--- src/rtl/rv_mc_loader_pkg.sv ---
// rv_mc_loader_pkg: shared types for the rv_mc boot loader.
// Loader FSM state encoding and err_code values.
package rv_mc_loader_pkg;

  typedef enum logic [2:0] {
    IDLE,
    HDR_HI,
    DATA,
    WRITE,
    CHK,
    DONE,
    ERROR
  } ld_state_t;

  localparam logic [1:0] ERR_NONE    = 2'd0;
  localparam logic [1:0] ERR_LEN     = 2'd1;
  localparam logic [1:0] ERR_TIMEOUT = 2'd2;
  localparam logic [1:0] ERR_CSUM    = 2'd3;

endpackage

--- src/rtl/rv_mc_byte_packer.sv ---
// rv_mc_byte_packer: packs 4 bytes into a little-endian word.
// Ports: clk, reset (sync, active-low), push/din in,
//   consume clears; word out, word_full after 4 pushes,
//   last when one more push fills the word.
module rv_mc_byte_packer (
  input  logic        clk,
  input  logic        reset,
  input  logic        push,
  input  logic [7:0]  din,
  input  logic        consume,
  output logic [31:0] word,
  output logic        word_full,
  output logic        last
);

  logic [2:0] cnt;

  assign word_full = (cnt == 3'd4);
  assign last      = (cnt == 3'd3);

  // Bytes enter at the top, so the first byte ends in [7:0].
  always_ff @(posedge clk) begin
    if (!reset) begin
      cnt  <= 3'd0;
      word <= 32'd0;
    end else if (consume) begin
      cnt  <= 3'd0;
      word <= 32'd0;
    end else if (push && !word_full) begin
      cnt  <= cnt + 3'd1;
      word <= {din, word[31:8]};
    end
  end

endmodule

--- src/rtl/rv_mc_boot_loader.sv ---
// rv_mc_boot_loader: streams a program image into the rv_mc RAM and
// holds the core in reset until the image is complete.
// Ports: clk, reset (sync, active-low); s_valid/s_data/s_ready byte
//   stream; load_req re-arm; mem_we/mem_addr/mem_wdata RAM write;
//   core_rst, busy, done, error, err_code, words_loaded status.
// Build option: LOADER_CHECKSUM_EN adds a trailing checksum byte.
module rv_mc_boot_loader #(
  parameter logic [31:0] BASE_ADDR   = 32'h0000_0000,
  parameter int          MAX_WORDS   = 1024,
  parameter int          TIMEOUT_CYC = 65535
) (
  input  logic        clk,
  input  logic        reset,
  input  logic        s_valid,
  input  logic [7:0]  s_data,
  output logic        s_ready,
  input  logic        load_req,
  output logic        mem_we,
  output logic [31:0] mem_addr,
  output logic [31:0] mem_wdata,
  output logic        core_rst,
  output logic        busy,
  output logic        done,
  output logic        error,
  output logic [1:0]  err_code,
  output logic [15:0] words_loaded
);

  import rv_mc_loader_pkg::*;

`ifdef LOADER_CHECKSUM_EN
  localparam ld_state_t FIN_STATE = CHK;
`else
  localparam ld_state_t FIN_STATE = DONE;
`endif

  ld_state_t   state;
  ld_state_t   state_n;
  logic [1:0]  err_q;
  logic [1:0]  err_n;
  logic [15:0] n_words;
  logic [15:0] idx;
  logic [15:0] wl_q;
  logic [31:0] tcnt;
  logic [15:0] hdr;
  logic        accept;
  logic        tout;
  logic        waiting;
  logic        pk_push;
  logic        pk_consume;
  logic        pk_full;
  logic        pk_last;
  logic [31:0] pk_word;

`ifdef LOADER_CHECKSUM_EN
  logic [7:0]  sum_q;
  logic [7:0]  csum;
  assign csum = sum_q + s_data;
`endif

  // Gated by reset so the stream sees no ready while reset is held.
  assign s_ready = reset &&
    (state inside {IDLE, HDR_HI, DATA, CHK});
  assign accept  = s_valid && s_ready;
  assign hdr     = {s_data, n_words[7:0]};
  assign waiting = state inside {HDR_HI, DATA, CHK};
  assign tout    = (tcnt + 32'd1) == 32'(TIMEOUT_CYC);

  assign pk_push    = accept && (state == DATA);
  assign pk_consume = (state == IDLE) || (state == WRITE);

  rv_mc_byte_packer u_packer (
    .clk       (clk),
    .reset     (reset),
    .push      (pk_push),
    .din       (s_data),
    .consume   (pk_consume),
    .word      (pk_word),
    .word_full (pk_full),
    .last      (pk_last)
  );

  always_ff @(posedge clk) begin
    if (!reset) state <= IDLE;
    else        state <= state_n;
  end

  always_comb begin
    state_n = state;
    err_n   = err_q;
    unique case (state)
      IDLE: begin
        if (accept) state_n = HDR_HI;
      end
      HDR_HI: begin
        if (accept) begin
          if (hdr == 16'd0) begin
            state_n = FIN_STATE;
          end else if (32'(hdr) > 32'(MAX_WORDS)) begin
            state_n = ERROR;
            err_n   = ERR_LEN;
          end else begin
            state_n = DATA;
          end
        end else if (tout) begin
          state_n = ERROR;
          err_n   = ERR_TIMEOUT;
        end
      end
      DATA: begin
        if (accept) begin
          if (pk_last) state_n = WRITE;
        end else if (tout) begin
          state_n = ERROR;
          err_n   = ERR_TIMEOUT;
        end
      end
      WRITE: begin
        if (idx + 16'd1 == n_words) state_n = FIN_STATE;
        else                        state_n = DATA;
      end
`ifdef LOADER_CHECKSUM_EN
      CHK: begin
        if (accept) begin
          if (csum == 8'd0) begin
            state_n = DONE;
          end else begin
            state_n = ERROR;
            err_n   = ERR_CSUM;
          end
        end else if (tout) begin
          state_n = ERROR;
          err_n   = ERR_TIMEOUT;
        end
      end
`endif
      DONE: begin
        if (load_req) state_n = IDLE;
      end
      ERROR: begin
        if (load_req) begin
          state_n = IDLE;
          err_n   = ERR_NONE;
        end
      end
      default: state_n = IDLE;
    endcase
  end

  always_ff @(posedge clk) begin
    if (!reset) begin
      err_q   <= ERR_NONE;
      n_words <= 16'd0;
      idx     <= 16'd0;
      wl_q    <= 16'd0;
      tcnt    <= 32'd0;
    end else begin
      err_q <= err_n;
      if (accept || !waiting) tcnt <= 32'd0;
      else                    tcnt <= tcnt + 32'd1;
      if (accept && state == IDLE)
        n_words <= {8'd0, s_data};
      if (accept && state == HDR_HI)
        n_words[15:8] <= s_data;
      if (state == WRITE) begin
        idx  <= idx + 16'd1;
        wl_q <= wl_q + 16'd1;
      end
      if (load_req && (state inside {DONE, ERROR})) begin
        idx  <= 16'd0;
        wl_q <= 16'd0;
      end
    end
  end

`ifdef LOADER_CHECKSUM_EN
  // Sum restarts with the first header byte of each load.
  always_ff @(posedge clk) begin
    if (!reset) begin
      sum_q <= 8'd0;
    end else if (state == IDLE) begin
      sum_q <= accept ? s_data : 8'd0;
    end else if (accept && (state inside {HDR_HI, DATA})) begin
      sum_q <= csum;
    end
  end
`endif

  assign mem_we       = (state == WRITE) && pk_full;
  assign mem_addr     = BASE_ADDR + {14'd0, idx, 2'b00};
  assign mem_wdata    = pk_word;
  assign core_rst     = (state != DONE);
  assign busy         = state inside {HDR_HI, DATA, WRITE, CHK};
  assign done         = (state == DONE);
  assign error        = (state == ERROR);
  assign err_code     = err_q;
  assign words_loaded = wl_q;

endmodule

--- config.mk ---
export PLATFORM = sky130hd
export DESIGN_NAME = rv_mc_boot_loader
export DESIGN_NICKNAME = d
export VERILOG_FILES = /design/src/rtl/rv_mc_loader_pkg.sv /design/src/rtl/rv_mc_byte_packer.sv /design/src/rtl/rv_mc_boot_loader.sv
export SDC_FILE = /design/constraint.sdc
export NUM_CORES = 1
export LEC_CHECK = 0
export CORE_MARGIN = 5
export CORE_UTILIZATION = 55
export DETAILED_ROUTE_END_ITERATION = 10
export HOLD_SLACK_MARGIN = 0.02
export PLACE_DENSITY = 0.81
export REMOVE_ABC_BUFFERS = 1
export SYNTH_ARGS = -nofsm -noshare
export SYNTH_HDL_FRONTEND = slang
export SYNTH_HIERARCHICAL = 1
export SYNTH_SLANG_ARGS = --single-unit
--- constraint.sdc ---
create_clock -name clk -period 4.8 [get_ports clk]
set_input_delay 0.96 -clock clk [delete_from_list [all_inputs] [get_ports clk]]
set_output_delay 0.96 -clock clk [all_outputs]
set_load 0.03 [all_outputs]
* Yosys cells after proc, flatten, opt, wreduce, memory -nomap -nowiden *
Cells that the tools add are included.

storage, ports and cells
  register bits = 120
  input bits = 12
  output and inout port bits = 88

operators by class
  $add $sub $neg = 4
  $lt $le $gt $ge = 1
  eq/ne operators = 18
  multiplexer cells = 19
  bitwise operators = 1
  reduce and logical (&&, ||, !) cells = 26

operator list
  operator                                                                           number
  16-bit by 1-bit adder with 16-bit output, second input constant                    2
  32-bit by 1-bit adder with 32-bit output, second input constant                    1
  32-bit by 16-bit == test with 1-bit output, second input constant                  1
  3-bit 2-to-1 mux                                                                   9
  16-bit == test                                                                     1
  16-bit by 11-bit greater-than comparator with 1-bit output, second input constant  1
  16-bit logical NOT                                                                 1
  16-bit 2-to-1 mux                                                                  1
  3-bit case mux with 5 select lines                                                 1
  3-bit == test, second input constant                                               4
  2-bit 2-to-1 mux                                                                   6
  3-bit by 2-bit == test with 1-bit output, second input constant                    3
  3-bit != test, second input constant                                               3
  1-bit logical AND                                                                  8
  8-bit 2-to-1 mux                                                                   1
  4-bit nonzero test                                                                 2
  2-bit OR reduction                                                                 4
  2-bit != test, second input constant                                               3
  2-bit case mux with 3 select lines                                                 1
  3-bit nonzero test                                                                 2
  5-bit AND reduction                                                                1
  2-bit nonzero test                                                                 2
  3-bit by 1-bit adder with 3-bit output, second input constant                      1
  3-bit by 1-bit == test with 1-bit output, second input constant                    1
  7 further kinds                                                                    9

* Logic depth before layout (Yosys ltp) *
  word-level depth = 7
  gate-level depth with buffers = 11

* Modules after synthesis *
The synthesis kept the hierarchy.

by module, submodules not included
  module             times used  cells an instance  area an instance (µm²)  sequential area each (µm²)
  rv_mc_boot_loader  1           628                5079.9                  1701.6
  rv_mc_byte_packer  1           139                1571.5                  700.7

* Least setup slack after synthesis *
Ideal clock, no wire load.

  kind = flip-flop to flip-flop
  from = register tcnt[0]
  to = register err_q[0] (netlist: err_code[0])
  arrival = 2.501 ns
  required time = 4.684 ns
  slack = 2.183 ns
  cell stages (with the launch flop) = 11
  clock period less this slack = 2.617 ns
  cell sequence = dfxtp_1 > ha_1 > buf_4 > nand3_2 > nor4_4 > nand3_1 > mux2i_1 > or3_4 > nor4_4 > nand2_1 > o211a_1

on the way
  word-level cells in the longest chain between the ends = 5
  elaborated cells between the ends (all ways) = 6

ends and longest elaborated chain
  element                                       line                      RTL
  from (decl)                                   rv_mc_boot_loader.sv:44   logic [31:0] tcnt;
  from (signal assigned)                        rv_mc_boot_loader.sv:160  else tcnt <= tcnt + 32'd1;
  32-bit by 1-bit adder with 32-bit output *    rv_mc_boot_loader.sv:67   assign tout = (tcnt + 32'd1) == 32'(TIMEOUT_CYC);
  32-bit by 16-bit == test with 1-bit output *  rv_mc_boot_loader.sv:67
  2-bit 2-to-1 mux *                            -
  2-bit 2-to-1 mux (on tied branches)           -
  2-bit case mux with 3 select lines *          -
  to (signal assigned)                          rv_mc_boot_loader.sv:158  err_q <= err_n;
  to (decl)                                     rv_mc_boot_loader.sv:39   logic [1:0] err_q;

Every way passes the cells marked *; elsewhere a longest branch is shown, timed or not. The select of a mux whose other input is x is not followed.
A chain may end at the register's enable or synchronous reset.

* Worst setup path in the final report *
  from = register state[1]
  to = output mem_we

on the way
  word-level cells in the longest chain between the ends = 2

ends and longest elaborated chain
  element                                   line                      RTL
  from (decl)                               rv_mc_boot_loader.sv:37   ld_state_t state;
  from (signal assigned)                    rv_mc_boot_loader.sv:85   else state <= state_n;
  3-bit by 2-bit == test with 1-bit output  rv_mc_boot_loader.sv:189  assign mem_we = (state == WRITE) && pk_full;
  1-bit logical AND                         rv_mc_boot_loader.sv:189
  to (decl)                                 rv_mc_boot_loader.sv:18   output logic mem_we,

No other way between the ends.

==> metrics.txt <==
row cnt=40; I/O Buffers=83; Final setup viols=0; Reg clk slew, reported paths=0.06 ns; largest family of logic cells by synthesized area=simple AND/OR/NAND/NOR gates; Final Skew=0.01053 ns; Worst EP arrival=2.59 ns; H-tree levels=4; Yosys top cell by area=dfxtp_1; I/O pin total=100; count leader, synth=dfxtp_1; syn avg cell area=8.672 µm²; ys flop type=dfxtp_1; Post-synth ARST share=0; worst-margin pin slew=1.254 ns; Synth top area share=0.3612; Period minus WS final=3.553 ns; vias in the first global route=5,215; cts bufs inserted=17; Synth Area in XOR/XNOR=0.1093; Post-DP Area=0.007272 mm²; setup total negative slack=0 ns; Area growth syn-to-layout=18.12%; Seq pwr share=0.424; Setup crit end kind=output pin; Fmax=0.2815 GHz; final hold violations=0; CTS tree=built; first-pass GRT wire length=25,140 µm; chip height=120.0 µm; Critical Path Fanout Max=15; die area=0.01439 mm²; Post-synth EDFFs=0; Period Utilization, post-route=0.7401; IR drop worst, VDD=191.4 µV; Sink Count=120; Post-Synth Adder-Cell Area=0.01317; maxcap violations=0; post-synthesis compound-gate area fraction=0.09086; Max Transition Viols Final=0; Die W=120.0 µm; initial antenna violation count=0; Worst slew margin=0.1640; post-CTS sizing=0; routed len/inst=15.45 µm; Total Routing Usage GR=0.2122; Detailed Route WL=15,120 µm; Antenna Cells=0; NetSw=571.5 µW; Clock Path Buffers=2; vias per cell=5.609; cell area after layout=0.007856 mm²; RSZ-0062 raised after global routing=no; Ys Warns=6; LEAKAGE=2.726 nW; layout cell share with drive strength beyond 1=0.07452; Area contributors post-synth=dfxtp_1, xor2_1, mux2i_1; CP Data Required Time=3.84 ns; Syn Std Cell Area=0.006651 mm²; drt pass-1 iters=5; Comb power frac=0.070; Root Driver=clkbuf_16; mux cell area share after synthesis=0.06038; HP Class=flop to flop; dpl hpwl=10,710 µm; simple-gate share of the synthesized area=0.2850; Initial DRC Count=380; Int Pwr=1.832 mW; Fillers=973; power per cell area=306.0 mW/mm²; clock share of power=0.506; cts hold-fix bufs=0; outcome=finished clean; post-synthesis register bit count=120; Net Sw Frac=0.2378; Seq/Total Area, Yosys=0.3612; Core Region=0.01191 mm²; Synth Instances=767; Post-CTS Setup Inserts=0; gr ovfl total=0; startpoint types=flop; Synth top cells by count=dfxtp_1, nor2_1, nand2_1, nand3b_1, xor2_1; via count of the routed design=5,491; Distinct cells, synth=77; initial core utilization=0.5584; largest net degree at the start of global routing=75; nets=838; DRC viols=0; Routability Congestion=0.9169; final core utilization=0.6596; Crit Path Category=flop to output pin; Detail Route Antenna Nets=0; worst skew pair latency=0.41 ns
metal layers:
metal | global-route usage | vias up | part of all wire
met3 | 0.04901 | 30 | 0.049
met4 | 0.08876 | 0 | 0.022
met1 | 0.2768 | 2567 | 0.46
met5 | 0 | - | 0
li1 | - | 2738 | -
met2 | 0.3372 | 156 | 0.47
kinds of logic (layout without fill, tap and decap cells):
| logic type | after synthesis | in the layout |
|---|---|---|
| AO/OA/AOI/OAI | 84 | 84 |
| XOR/XNOR | 83 | 83 |
| adder cells (fa/ha/maj) | 7 | 7 |
| buffers and inverters | 80 | 130 |
| flip-flops | 120 | 120 |
| multiplexers | 40 | 40 |
| other | 1 | 16 |
| AND/OR/NAND/NOR | 352 | 352 |
cell usage in the layout, fill, tap and decap left out, types with 24 or more instances in the layout:
| cell type | instances |
|---|---|
| clkdlybuf4s50_1 | 82 |
| dfxtp_1 | 120 |
| mux2i_1 | 39 |
| nand2_1 | 67 |
| nand3_1 | 38 |
| nand3b_1 | 47 |
| nand4_1 | 24 |
| nor2_1 | 96 |
| xnor2_1 | 37 |
| xor2_1 | 46 |
sequential cells by signal, indices dropped and copies added, names as in the netlist:
register and cells:
u_packer/cnt 3, idx 16, n_words 16, u_packer/word 32, tcnt 32, state 3
err_code 2, words_loaded 16
metrics by stage:
step	total power, mW	hold WS, ns	setup slack, ns	instances
after detailed placement	1.206	0.4866	1.513	947
after global placement	1.203	0.4776	1.648	947
after global routing	2.499	0.5174	1.074	979
final	2.404	0.4943	1.247	979
after floorplan	1.147	0.4600	1.748	714
after CTS	2.423	0.4982	1.247	979
critical path, cell delays in order, from the launching register on:
cell             delay, ns
dfxtp_1               0.61
nand2b_1              0.13
nor2_1                0.55
and2_1                0.22
clkdlybuf4s50_1       0.67
power groups by stage:
stage	sequential [mW]	combinational (mW)	clock, mW
after floorplan	1.04	0.107	0
after global placement	1.04	0.164	0
after detailed placement	1.04	0.166	0
after CTS	1.02	0.166	1.24
after global routing	1.02	0.182	1.30
final	1.02	0.168	1.22
final cells by class:
class / instances / area (µm²) / share of cell area
multi-input cells: 582 / 3799 / 0.4835
well taps: 147 / 183.9 / 0.02341
clock inverters: 11 / 97.59 / 0.01242
repair buffers: 86 / 848.3 / 0.1080
inverters: 12 / 45.04 / 0.005733
flip-flops and latches: 120 / 2402 / 0.3058
clock buffers: 21 / 480.5 / 0.06116
final timing paths:
| path | startpoint | cells after the start | slack [ns] | endpoint |
|---|---|---|---|---|
| worst max register to register | tcnt[0] | 9 | 1.79 | state[0] |
| worst min-delay path | u_packer/word[7] | 2 | 0.49 | u_packer/word[7] |
| worst max-delay path | state[1] | 4 | 1.25 | mem_we |
| worst min register to register | u_packer/word[7] | 2 | 0.49 | u_packer/word[7] |
Power figures use the tool's default switching activity.
